--- config.mk ---
export PLATFORM = sky130hd
export DESIGN_NAME = nonlinear_round_cipher
export DESIGN_NICKNAME = d
export VERILOG_FILES = /design/src/rtl/nonlinear_round_cipher.sv
export SDC_FILE = /design/constraint.sdc
export NUM_CORES = 1
export LEC_CHECK = 0
export ABC_AREA = 1
export BUFFER_PORTS_ARGS = -buffer_cell sky130_fd_sc_hd__buf_2
export CAP_MARGIN = 10
export CORE_UTILIZATION = 40
export CTS_BUF_LIST = sky130_fd_sc_hd__clkbuf_4
export DETAILED_ROUTE_END_ITERATION = 10
export HOLD_SLACK_MARGIN = 0.02
export PLACE_DENSITY = 0.61
export SYNTH_ARGS = -nofsm -noshare
export SYNTH_HDL_FRONTEND = slang
export SYNTH_SLANG_ARGS = --single-unit
export TNS_END_PERCENT = 1
--- constraint.sdc ---
create_clock -name clk -period 2.3 [get_ports clk]
set_clock_uncertainty 0.05 [all_clocks]
set_input_delay 0.115 -clock clk [delete_from_list [all_inputs] [get_ports clk]]
set_output_delay 0.115 -clock clk [all_outputs]
set_load 0.1 [all_outputs]
--- src/rtl/nonlinear_round_cipher.sv ---
// Iterative keyed nonlinear round cipher: ROUNDS rounds per N-bit block, one round per clock.
// Optional macro NLRC_BLOCK_COUNT_EN adds a 16-bit count of completed output handshakes.
module nonlinear_round_cipher #(
    parameter int N      = 8,
    parameter int ROUNDS = 4
) (
    input  logic         clk,
    input  logic         rst,
    input  logic         in_valid,
    output logic         in_ready,
    input  logic [N-1:0] data_in,
    input  logic [N-1:0] key,
    output logic         out_valid,
    input  logic         out_ready,
    output logic [N-1:0] data_out,
    output logic         busy
`ifdef NLRC_BLOCK_COUNT_EN
    ,
    output logic [15:0]  block_count
`endif
);

    localparam int RW = (ROUNDS > 1) ? $clog2(ROUNDS) : 1;
    localparam logic [RW-1:0] LAST_RND = RW'(ROUNDS - 1);

    typedef enum logic [1:0] {
        IDLE,
        RUN,
        DONE
    } fsm_e;

    fsm_e          fsm_q;
    logic [N-1:0]  state_q;
    logic [N-1:0]  key_q;
    logic [RW-1:0] rnd_q;
    logic          in_ready_q;
    logic          out_valid_q;
    logic          busy_q;

    logic [N-1:0]  rk_d;
    logic [N-1:0]  t_d;
    logic [N-1:0]  state_d;
    int            rot_amt;

    // Round key is the captured key rotated left by (rnd mod N), XORed with the round index.
    always_comb begin
        rot_amt = int'(rnd_q) % N;
        rk_d    = N'(({key_q, key_q} << rot_amt) >> N) ^ N'(rnd_q);
        t_d     = state_q ^ rk_d;
        state_d = t_d;
        for (int i = 0; i < N; i++) begin
            state_d[i] = t_d[i] ^ (t_d[(i + 1) % N] & rk_d[i]);
        end
    end

    // NOTE: all state is updated with non-blocking assignments so every register
    // samples the pre-edge values, independent of statement order in this block.
    always_ff @(posedge clk) begin
        if (rst) begin
            fsm_q       <= IDLE;
            state_q     <= '0;
            key_q       <= '0;
            rnd_q       <= '0;
            in_ready_q  <= 1'b1;
            out_valid_q <= 1'b0;
            busy_q      <= 1'b0;
        end else begin
            case (fsm_q)
                IDLE: begin
                    if (in_valid) begin
                        state_q    <= data_in;
                        key_q      <= key;
                        rnd_q      <= '0;
                        fsm_q      <= RUN;
                        in_ready_q <= 1'b0;
                        busy_q     <= 1'b1;
                    end
                end
                RUN: begin
                    state_q <= state_d;
                    if (rnd_q == LAST_RND) begin
                        // Counter parks at zero so it never exceeds ROUNDS-1.
                        rnd_q       <= '0;
                        fsm_q       <= DONE;
                        busy_q      <= 1'b0;
                        out_valid_q <= 1'b1;
                    end else begin
                        rnd_q <= rnd_q + 1'b1;
                    end
                end
                DONE: begin
                    if (out_ready) begin
                        fsm_q       <= IDLE;
                        out_valid_q <= 1'b0;
                        in_ready_q  <= 1'b1;
                    end
                end
                default: begin
                    fsm_q       <= IDLE;
                    in_ready_q  <= 1'b1;
                    out_valid_q <= 1'b0;
                    busy_q      <= 1'b0;
                end
            endcase
        end
    end

    assign in_ready  = in_ready_q;
    assign out_valid = out_valid_q;
    assign busy      = busy_q;
    assign data_out  = state_q;

`ifdef NLRC_BLOCK_COUNT_EN
    logic [15:0] block_count_q;

    always_ff @(posedge clk) begin
        if (rst) begin
            block_count_q <= '0;
        end else if (out_valid_q && out_ready) begin
            block_count_q <= block_count_q + 16'd1;
        end
    end

    assign block_count = block_count_q;
`endif

endmodule

==> results of run 1 <==
==> logic make-up (layout without fill, tap and decap cells) <==
| kind of cell | count (synthesis) | count (layout) | synth area share |
|---|---|---|---|
| AO/OA/AOI/OAI | 37 | 37 | 0.1558 |
| adder cells (fa/ha/maj) | 1 | 1 | 0.008801 |
| buffers and inverters | 26 | 64 | 0.08274 |
| flip-flops | 23 | 23 | 0.3239 |
| AND/OR/NAND/NOR | 135 | 135 | 0.4287 |
==> layer usage <==
layer | routed length [um] | share of wire | GRT usage
met1 | 1669 | 0.51 | 0.2598
met2 | 1460 | 0.45 | 0.3379
met3 | 112 | 0.034 | 0.04622
met4 | 36 | 0.011 | 0.04444
met5 | 0 | 0 | 0
==> worst min-delay path, stage by stage <==
cell and delay, ns:
buf_2 0.08, o21ai_0 0.07, a21oi_1 0.11
==> sequential cells by signal (all words and copies together) (netlist names) <==
name and count:
busy 1, data_out 8, fsm_q 2, in_ready 1, key_q 8, out_valid 1, rnd_q 2
==> through the flow <==
| step | power, mW | instances |
|---|---|---|
| global placement | 0.9340 | 292 |
| floorplan | 0.8566 | 222 |
| detailed placement | 0.9353 | 292 |
| global route | 1.237 | 306 |
| finish | 1.143 | 306 |
| CTS | 1.155 | 306 |
==> synth_stat cells (all sizes together) <==
library cell	n	area share
a21oi	13	0.056
nand3	31	0.12
o211a	1	0.0070
nand2	74	0.21
nor2	23	0.071
o21a	1	0.0053
ha	1	0.0088
buf	5	0.027
nand3b	1	0.0053
dfxtp	23	0.32
a21boi	1	0.0053
inv	19	0.050
clkbuf	2	0.0053
o21ai	21	0.082
or2	6	0.026
==> power groups by stage <==
stage          sequential (mW)  clock (mW)  combinational, mW
2_1_floorplan            0.617           0              0.240
3_3_place_gp             0.479           0              0.455
3_5_place_dp             0.478           0              0.457
4_1_cts                  0.469       0.215              0.471
5_1_grt                  0.476       0.234              0.527
6_report                 0.469       0.205              0.469
==> cell type report <==
class / instances / area share
Tap cell: 46 / 0.03345
Inverter: 19 / 0.04145
Sequential cell: 23 / 0.2676
Multi-Input combinational cell: 173 / 0.4902
Clock buffer: 4 / 0.01745
Timing Repair Buffer: 41 / 0.1498
==> timing repair <==
| action | CTS | global route |
|---|---|---|
| setup buffers | 0 | 0 |
| endpoints found under the hold margin | 11 | 0 |
| hold buffers | 10 | 0 |
==> worst max-delay path by stage <==
stage / from / endpoint / slack [ns] / cells past startpoint
2_1_floorplan: data_out[0] / data_out[7] / 0.66 / 6
3_3_place_gp: fsm_q[1] / data_out[0] / 0.71 / 8
3_5_place_dp: fsm_q[1] / data_out[0] / 0.67 / 8
4_1_cts: fsm_q[1] / data_out[7] / 0.66 / 7
5_1_grt: fsm_q[1] / data_out[0] / 0.41 / 8
6_report: fsm_q[1] / data_out[0] / 0.67 / 8
==> flow_summary.toml, run 1 <==
[worst_setup_path]
crit_slowest_cell = "dfxtp_1"
rr_worst_depth = 8
worst_ep_arrival_time_ns = 1.80
crit_chain = "nor2_1, nand2_2, inv_2, nor2_4, inv_2, o21ai_0, inv_1, a21oi_2"
cp.required_ns = 2.47
r2r_end = "data_out[0]"
cp_num_buf_inv = 3
crit_top_cell = "inv_2"
crit_family = "buffers and inverters"
cp-start-kind = "flop"
cp-end-kind = "flop"
worstSetupPathType = "reg -> reg"
cp_max_fo = 15
slowest_delay_ns = 0.38
worst_r2r_startpoint = "fsm_q[1]"
r2r_setup_slack_ns = 0.67

[cells_and_area]
stdcell_area_sq_um = 1720
antennaDiodeCount = 0
most-common-layout-cells = "68 x nand2_1, 30 x buf_2, 28 x nand3_1"
mostFrequentLayoutCell = "nand2_1"
area_growth_pct = 21.04
regArea_sq_um = 460.4
fin_util = 0.5115
final_nets = 282
nFillCells = 375
drive_gt1_frac = 0.2346
multi_input_area_sq_um = 843.3

[synth]
syn-num-nets = 243
postSynthAreaPerCell_sq_um = 6.403
synth_cell_types = 25
synth_seq_cells = 23
ys_seq_area_frac = 0.3239
yosysWarningCount = 0
synth_area_sq_um = 1421
synth_cells = 222

[hold_path]
min_path_type = "in -> reg"
hold_start = "key[1]"
min_to = "key_q[1]"
min_path_cells = 3

[floorplanning]
ioPinCount = 31
die_w_um = 61.61
start_util = 0.4226
core_sq_um = 3363
dieArea_sq_um = 3796
die_h_um = 61.61
num_rows = 21

[clock_tree]
cts_tree = "yes"
path_clk_slew_ns = 0.13
cts_sinks = 23
cts_buffer_depth = 2
cts_buffers = 3
htree_num_levels = 1
clockRootBuffer = "clkbuf_4"
post_cts_resized = 0
clock_latency_ns = 0.31

[power]
power_per_cell_area_nw_per_um2 = 664.2
p_sw_frac = 0.4334
p_clk_frac = 0.179
power_switching_mw = 0.4952
max-vdd-ir-drop_mv = 0.3244
power_leakage_nw = 0.8390
intPower_mw = 0.6475
p_comb_frac = 0.410
seqPwrFrac = 0.411

[sta]
worst_pin_slew_ns = 0.5409
period_share = 0.7084
setup_tns_ns = 0
max_freq_mhz = 613.7
hold_viol = 0
finalCriticalPeriod_ns = 1.629
slew_viol_final = 0
setup_viol = 0
relSlewSlack = 0.6386
fin_hold_ws_ns = 0.03388
postLayoutSetupSlackWorst_ns = 0.6706
rsz0062_at_grt = "false"

[grt]
grt_pass1_wl_um = 5602
overflow = 0
antenna_found_initial = 0
grt_pass1_vias = 1311
grt_max_degree = 24
track_usage = 0.2004

[placement]
dp_hpwl_um = 2393
gp_congestion = 0.7801
io_buffers = 30
place_ws_ns = 0.6738
placed_area_sq_um = 1590

[routing]
ant_nets = 0
avgViaCountPerCell = 4.693
drc = 0
wl_per_cell_um = 10.72
first_pass_iters = 4
routed_wl_um = 3279
drt_iter0_drc = 59
vias = 1436

[flow_run]
drv_cap = 0

[run_status]
status = "finished, final reports clean"
Note: power is estimated with default switching activity, not from simulation.
==> run 2: changes to the inputs <==
ABC_AREA = 0   (was 1)
clock period = 1.6 ns   (was 2.3 ns; I/O delays follow)
==> run 2 against run 1 <==
  * The run now ends with setup timing left
  * Synthesized area shrank 3.3%
  * Combinational power up 17%
  * Clock-buffer cell count did not move
  * First-iteration DRC count fell by 49%
  * Non-clock buffer count grew 21
  * Routed wire length down 3.0%
  * Critical endpoint is now data_out[1]
  * Highest routed layer unchanged
==> flow_summary.toml, run 2 <==
[sta]
setup_viol = 6
max_freq_mhz = 559.2
slew_viol_final = 0
period_share = 1.118
fin_hold_ws_ns = 0.04390
postLayoutSetupSlackWorst_ns = -0.1883
worst_pin_slew_ns = 0.4901
rsz0062_at_grt = "true"
relSlewSlack = 0.6729
hold_viol = 0
finalCriticalPeriod_ns = 1.788

[clock_tree]
cts_sinks = 23
cts_buffers = 3
cts_tree = "yes"
path_clk_slew_ns = 0.13
htree_num_levels = 1
clock_latency_ns = 0.31
clockRootBuffer = "clkbuf_4"
cts_buffer_depth = 2

[routing]
first_pass_iters = 4
wl_per_cell_um = 12.52
routed_wl_um = 3181
drc = 0
drt_iter0_drc = 30
vias = 1297
avgViaCountPerCell = 5.106
ant_nets = 0

[synth]
ys_seq_area_frac = 0.3352
synth_seq_cells = 23
synth_cell_types = 43
yosysWarningCount = 0
synth_top_area_share = 0.3352
syn-num-nets = 176
synth_ff_type = "dfxtp_1"
yosys-top-cells-area = "dfxtp_1 34%, mux4_2 8.2%, nand2_1 6.8%"
synth-edff-count = 0
synth_area_sq_um = 1374
yosysTopAreaCell = "dfxtp_1"
postSynthAreaPerCell_sq_um = 8.863
synth_cells = 155
synthArstFlopShare = 0
netlist_top_cells_count = "25 x nand2_1, 23 x dfxtp_1, 13 x a21oi_1, 13 x nor2_1, 7 x nor3_1"
synth_most_common_cell = "nand2_1"

[flow_run]
drv_cap = 0

[floorplanning]
die_w_um = 60.61
dieArea_sq_um = 3673
start_util = 0.4357
num_rows = 20
core_sq_um = 3153
ioPinCount = 31
die_h_um = 60.61

[grt]
grt_pass1_wl_um = 5071
antenna_found_initial = 0
track_usage = 0.1858
grt_max_degree = 24
overflow = 0
grt_pass1_vias = 1148

[cells_and_area]
mostFrequentLayoutCell = "buf_2"
multi_input_area_sq_um = 863.3
nFillCells = 316
final_nets = 232
area_growth_pct = 34.52
stdcell_area_sq_um = 1848
drive_gt1_frac = 0.3667
regArea_sq_um = 475.5
most-common-layout-cells = "30 x buf_2, 25 x nand2_1, 20 x buf_4"
antennaDiodeCount = 0

[worst_setup_path]
cp_max_fo = 6
worstSetupPathType = "reg -> reg"
cp-start-kind = "flop"
cp-end-kind = "flop"
worst_ep_arrival_time_ns = 1.93
cp.required_ns = 1.74

[hold_path]
min_path_type = "in -> reg"

[placement]
placed_area_sq_um = 1640
io_buffers = 30
dp_hpwl_um = 2276
gp_congestion = 0.8142

[power]
max-vdd-ir-drop_mv = 0.4367
power_per_cell_area_nw_per_um2 = 819.0
power_leakage_nw = 0.7537

[run_status]
violations = "setup timing"
status = "finished, violations left"
## run 2: cell count changes in the layout (fill, tap and decap cells not counted), moves of 7 or more
| cell | previous run | this run |
|---|---|---|
| o21ai_0 | 17 | 3 |
| nor3_1 | 0 | 7 |
| nand2_1 | 68 | 25 |
| nand3_1 | 28 | 2 |
| inv_1 | 15 | 1 |
| buf_4 | 1 | 20 |
| nor2_1 | 21 | 12 |
## run 2: path summary, 6_finish.rpt
path | to | cells after the start | slack [ns] | from
worst max-delay path | data_out[1] | 5 | -0.19 | rnd_q[0]
worst min-delay path | data_out[3] | 3 | 0.04 | data_in[3]
worst min register to register | out_valid | 2 | 0.43 | out_valid
worst max register to register | data_out[1] | 5 | -0.19 | rnd_q[0]
## run 2: repair_timing
action	in CTS	in global routing
endpoints found under the hold margin	12	0
endpoints found under the setup margin	8	12
gates resized for setup	7	5
pin swaps	2	1
buffers inserted	1	0
hold buffers	12	0
## run 2: report_power, final
part | internal (mW) | leakage (nW) | total, mW | switching [mW]
Clock | 0.114 | 0.0184 | 0.292 | 0.178
Sequential | 0.616 | 0.192 | 0.670 | 0.0543
Combinational | 0.208 | 0.543 | 0.551 | 0.343
Total | 0.938 | 0.754 | 1.51 | 0.575
## run 2: metal layers
metal  share of wire  GRT usage  vias to the layer above
met5               0          0                        -
met4          0.0047    0.04870                        0
met3           0.048    0.01919                        2
met2            0.47     0.3140                       33
met1            0.47     0.2547                      592
li1                -          -                      670
## run 2: cell type report
class,instances,share of cell area
Sequential cell,23,0.2573
Timing Repair Buffer,62,0.2275
Tap cell,44,0.02979
Inverter,1,0.002031
Multi-Input combinational cell,120,0.4672
Clock buffer,4,0.01625
## run 2: cell families after synthesis
logic type | count (synthesis) | synth area share
AOI/OAI and AO/OA | 31 | 0.1466
and+or+nand+nor | 68 | 0.2523
DFF | 23 | 0.3352
adders and majority gates | 1 | 0.009106
muxes | 11 | 0.1257
buffers and inverters | 12 | 0.06829
xor gates and xnor gates | 9 | 0.06285
## run 2: through the flow
step / cells / setup slack, ns / utilization / setup TNS, ns / power (mW)
floorplan: 155 / -0.1631 / - / -0.7666 / 1.075
global placement: 237 / -0.1427 / 0.5202 / -0.8317 / 1.179
detailed placement: 237 / -0.2197 / 0.5202 / -1.092 / 1.190
CTS: 254 / -0.1784 / 0.5786 / -0.8240 / 1.514
global route: 254 / -0.2590 / 0.5861 / -1.555 / 1.592
finish: 254 / -0.1883 / 0.5861 / -0.7689 / 1.513
## run 2: worst max-delay path: stages, from the launching register on
cell	delay, ns
dfxtp_4	0.42
mux4_2	0.55
xnor2_2	0.15
o211a_1	0.17
nor3_1	0.28
a2111oi_4	0.05
==> run 3: changes to the inputs <==
--- a/config.mk
+++ b/config.mk
@@ -9,4 +9,5 @@
 export BUFFER_PORTS_ARGS = -buffer_cell sky130_fd_sc_hd__buf_2
 export CAP_MARGIN = 10
+export CORE_MARGIN = 2
 export CORE_UTILIZATION = 40
 export CTS_BUF_LIST = sky130_fd_sc_hd__clkbuf_4
--- a/constraint.sdc
+++ b/constraint.sdc
@@ -3,3 +3,3 @@
 set_input_delay 0.08 -clock clk [delete_from_list [all_inputs] [get_ports clk]]
 set_output_delay 0.08 -clock clk [all_outputs]
-set_load 0.1 [all_outputs]
+set_load 0.05 [all_outputs]
==> run 3 against run 2 <==
  * The flow still finishes with violations (setup timing)
  * Clock power about the same
  * Clock-buffer cell count did not move
  * Highest routed layer unchanged
  * Core utilization decreased by 0.90 points
  * Setup slack lost 0.024 ns
  * Maximum frequency is 1.3% lower
==> flow_summary.toml, run 3 (synthesized netlist as in run 2, its figures left out) <==
[clock_tree]
cts_sinks = 23
clockRootBuffer = "clkbuf_4"
path_clk_slew_ns = 0.14
cts_tree = "yes"
cts_buffers = 3
cts_buffer_depth = 2
htree_num_levels = 1
clock_latency_ns = 0.32

[sta]
postLayoutSetupSlackWorst_ns = -0.2124
period_share = 1.133
hold_viol = 0
max_freq_mhz = 551.8
setup_tns_ns = -1.017
rsz0062_at_grt = "true"
fin_hold_ws_ns = 0.05867
setup_viol = 8
slew_viol_final = 0
relSlewSlack = 0.6486
finalCriticalPeriod_ns = 1.812
worst_pin_slew_ns = 0.5265

[routing]
drc = 0
drt_iter0_drc = 72
routed_wl_um = 3516
vias = 1337
wl_per_cell_um = 13.52
avgViaCountPerCell = 5.142
ant_nets = 0
first_pass_iters = 4

[worst_setup_path]
cp_num_buf_inv = 1
cp_max_fo = 6
worstSetupPathType = "reg -> reg"
crit_family = "multiplexers"
crit_slowest_cell = "mux4_2"
cp-end-kind = "flop"
worst_ep_arrival_time_ns = 1.99
cp-start-kind = "flop"
cp.required_ns = 1.78
crit_chain = "mux4_2, xnor2_4, buf_4, a2111oi_4"
slowest_delay_ns = 0.58

[power]
seqPwrFrac = 0.461
max-vdd-ir-drop_mv = 0.4825
power_switching_mw = 0.5063
intPower_mw = 0.9600
p_sw_frac = 0.3453
power_leakage_nw = 0.7816
p_clk_frac = 0.201
p_comb_frac = 0.338
power_per_cell_area_nw_per_um2 = 767.5

[floorplanning]
start_util = 0.4150
die_h_um = 62.61
num_rows = 21
ioPinCount = 31
dieArea_sq_um = 3919
die_w_um = 62.61
core_sq_um = 3311

[cells_and_area]
fin_util = 0.5771
stdcell_area_sq_um = 1911
area_growth_pct = 39.07
mostFrequentLayoutCell = "buf_2"
final_nets = 236
drive_gt1_frac = 0.3785
most-common-layout-cells = "30 x buf_2, 25 x nand2_1, 23 x buf_4"
antennaDiodeCount = 0
nFillCells = 307

[grt]
grt_pass1_vias = 1274
antenna_found_initial = 0
grt_max_degree = 24
overflow = 0
grt_pass1_wl_um = 5837
track_usage = 0.1881

[placement]
io_buffers = 30
placed_area_sq_um = 1664
gp_congestion = 0.8134
dp_hpwl_um = 2415

[flow_run]
drv_cap = 0

[run_status]
violations = "setup timing"
status = "finished, violations left"

[hold_path]
min_path_type = "in -> reg"
[run 3: routing by layer]
metal / vias up / routed length (um) / track usage / part of all wire
li1: 674 / - / - / -
met1: 631 / 1636 / 0.2395 / 0.47
met2: 26 / 1720 / 0.3091 / 0.49
met3: 6 / 94 / 0.03423 / 0.027
met4: 0 / 64 / 0.08611 / 0.018
met5: - / 0 / 0 / 0
[run 3: path summary, 6_finish.rpt]
check	startpoint	endpoint	slack, ns	cells after the start
max	rnd_q[0]	data_out[5]	-0.21	4
max reg2reg	rnd_q[0]	data_out[5]	-0.21	4
min	in_valid	fsm_q[0]	0.06	3
min reg2reg	out_valid	out_valid	0.43	2
[run 3: metrics by stage]
stage               worst slack (ns)  total power [mW]  std cells
floorplan                    -0.1648            0.9785        155
detailed placement           -0.2614             1.100        241
finish                       -0.2124             1.466        260
CTS                          -0.1675             1.440        259
global placement             -0.1508             1.086        241
global route                 -0.2494             1.546        260
[run 3: worst reg2reg max path: stages (launching register included)]
cell and delay (ns):
dfxtp_4 0.42, mux4_2 0.58, xnor2_4 0.18, buf_4 0.15, a2111oi_4 0.35
[run 3: power groups by stage]
stage	clock network, mW	logic (mW)	registers (mW)
2_1_floorplan	0	0.224	0.755
3_3_place_gp	0	0.409	0.677
3_5_place_dp	0	0.420	0.681
4_1_cts	0.306	0.461	0.673
5_1_grt	0.325	0.535	0.686
6_report	0.294	0.496	0.676
[run 3: layout make-up]
type / instances / area, sq um / share of cell area
Clock buffer: 4 / 30.03 / 0.01572
Tap cell: 46 / 57.56 / 0.03012
Timing Repair Buffer: 66 / 454.2 / 0.2377
Inverter: 1 / 3.754 / 0.001965
Multi-Input combinational cell: 120 / 894.6 / 0.4682
Sequential cell: 23 / 470.5 / 0.2462
[run 3: timing repair]
item	CTS	global route
gates resized for setup	12	6
cloned	0	0
setup buffers	3	1
hold buffers	12	0
setup endpoints to repair	8	12
endpoints found under the hold margin	12	0
pin swaps	9	5
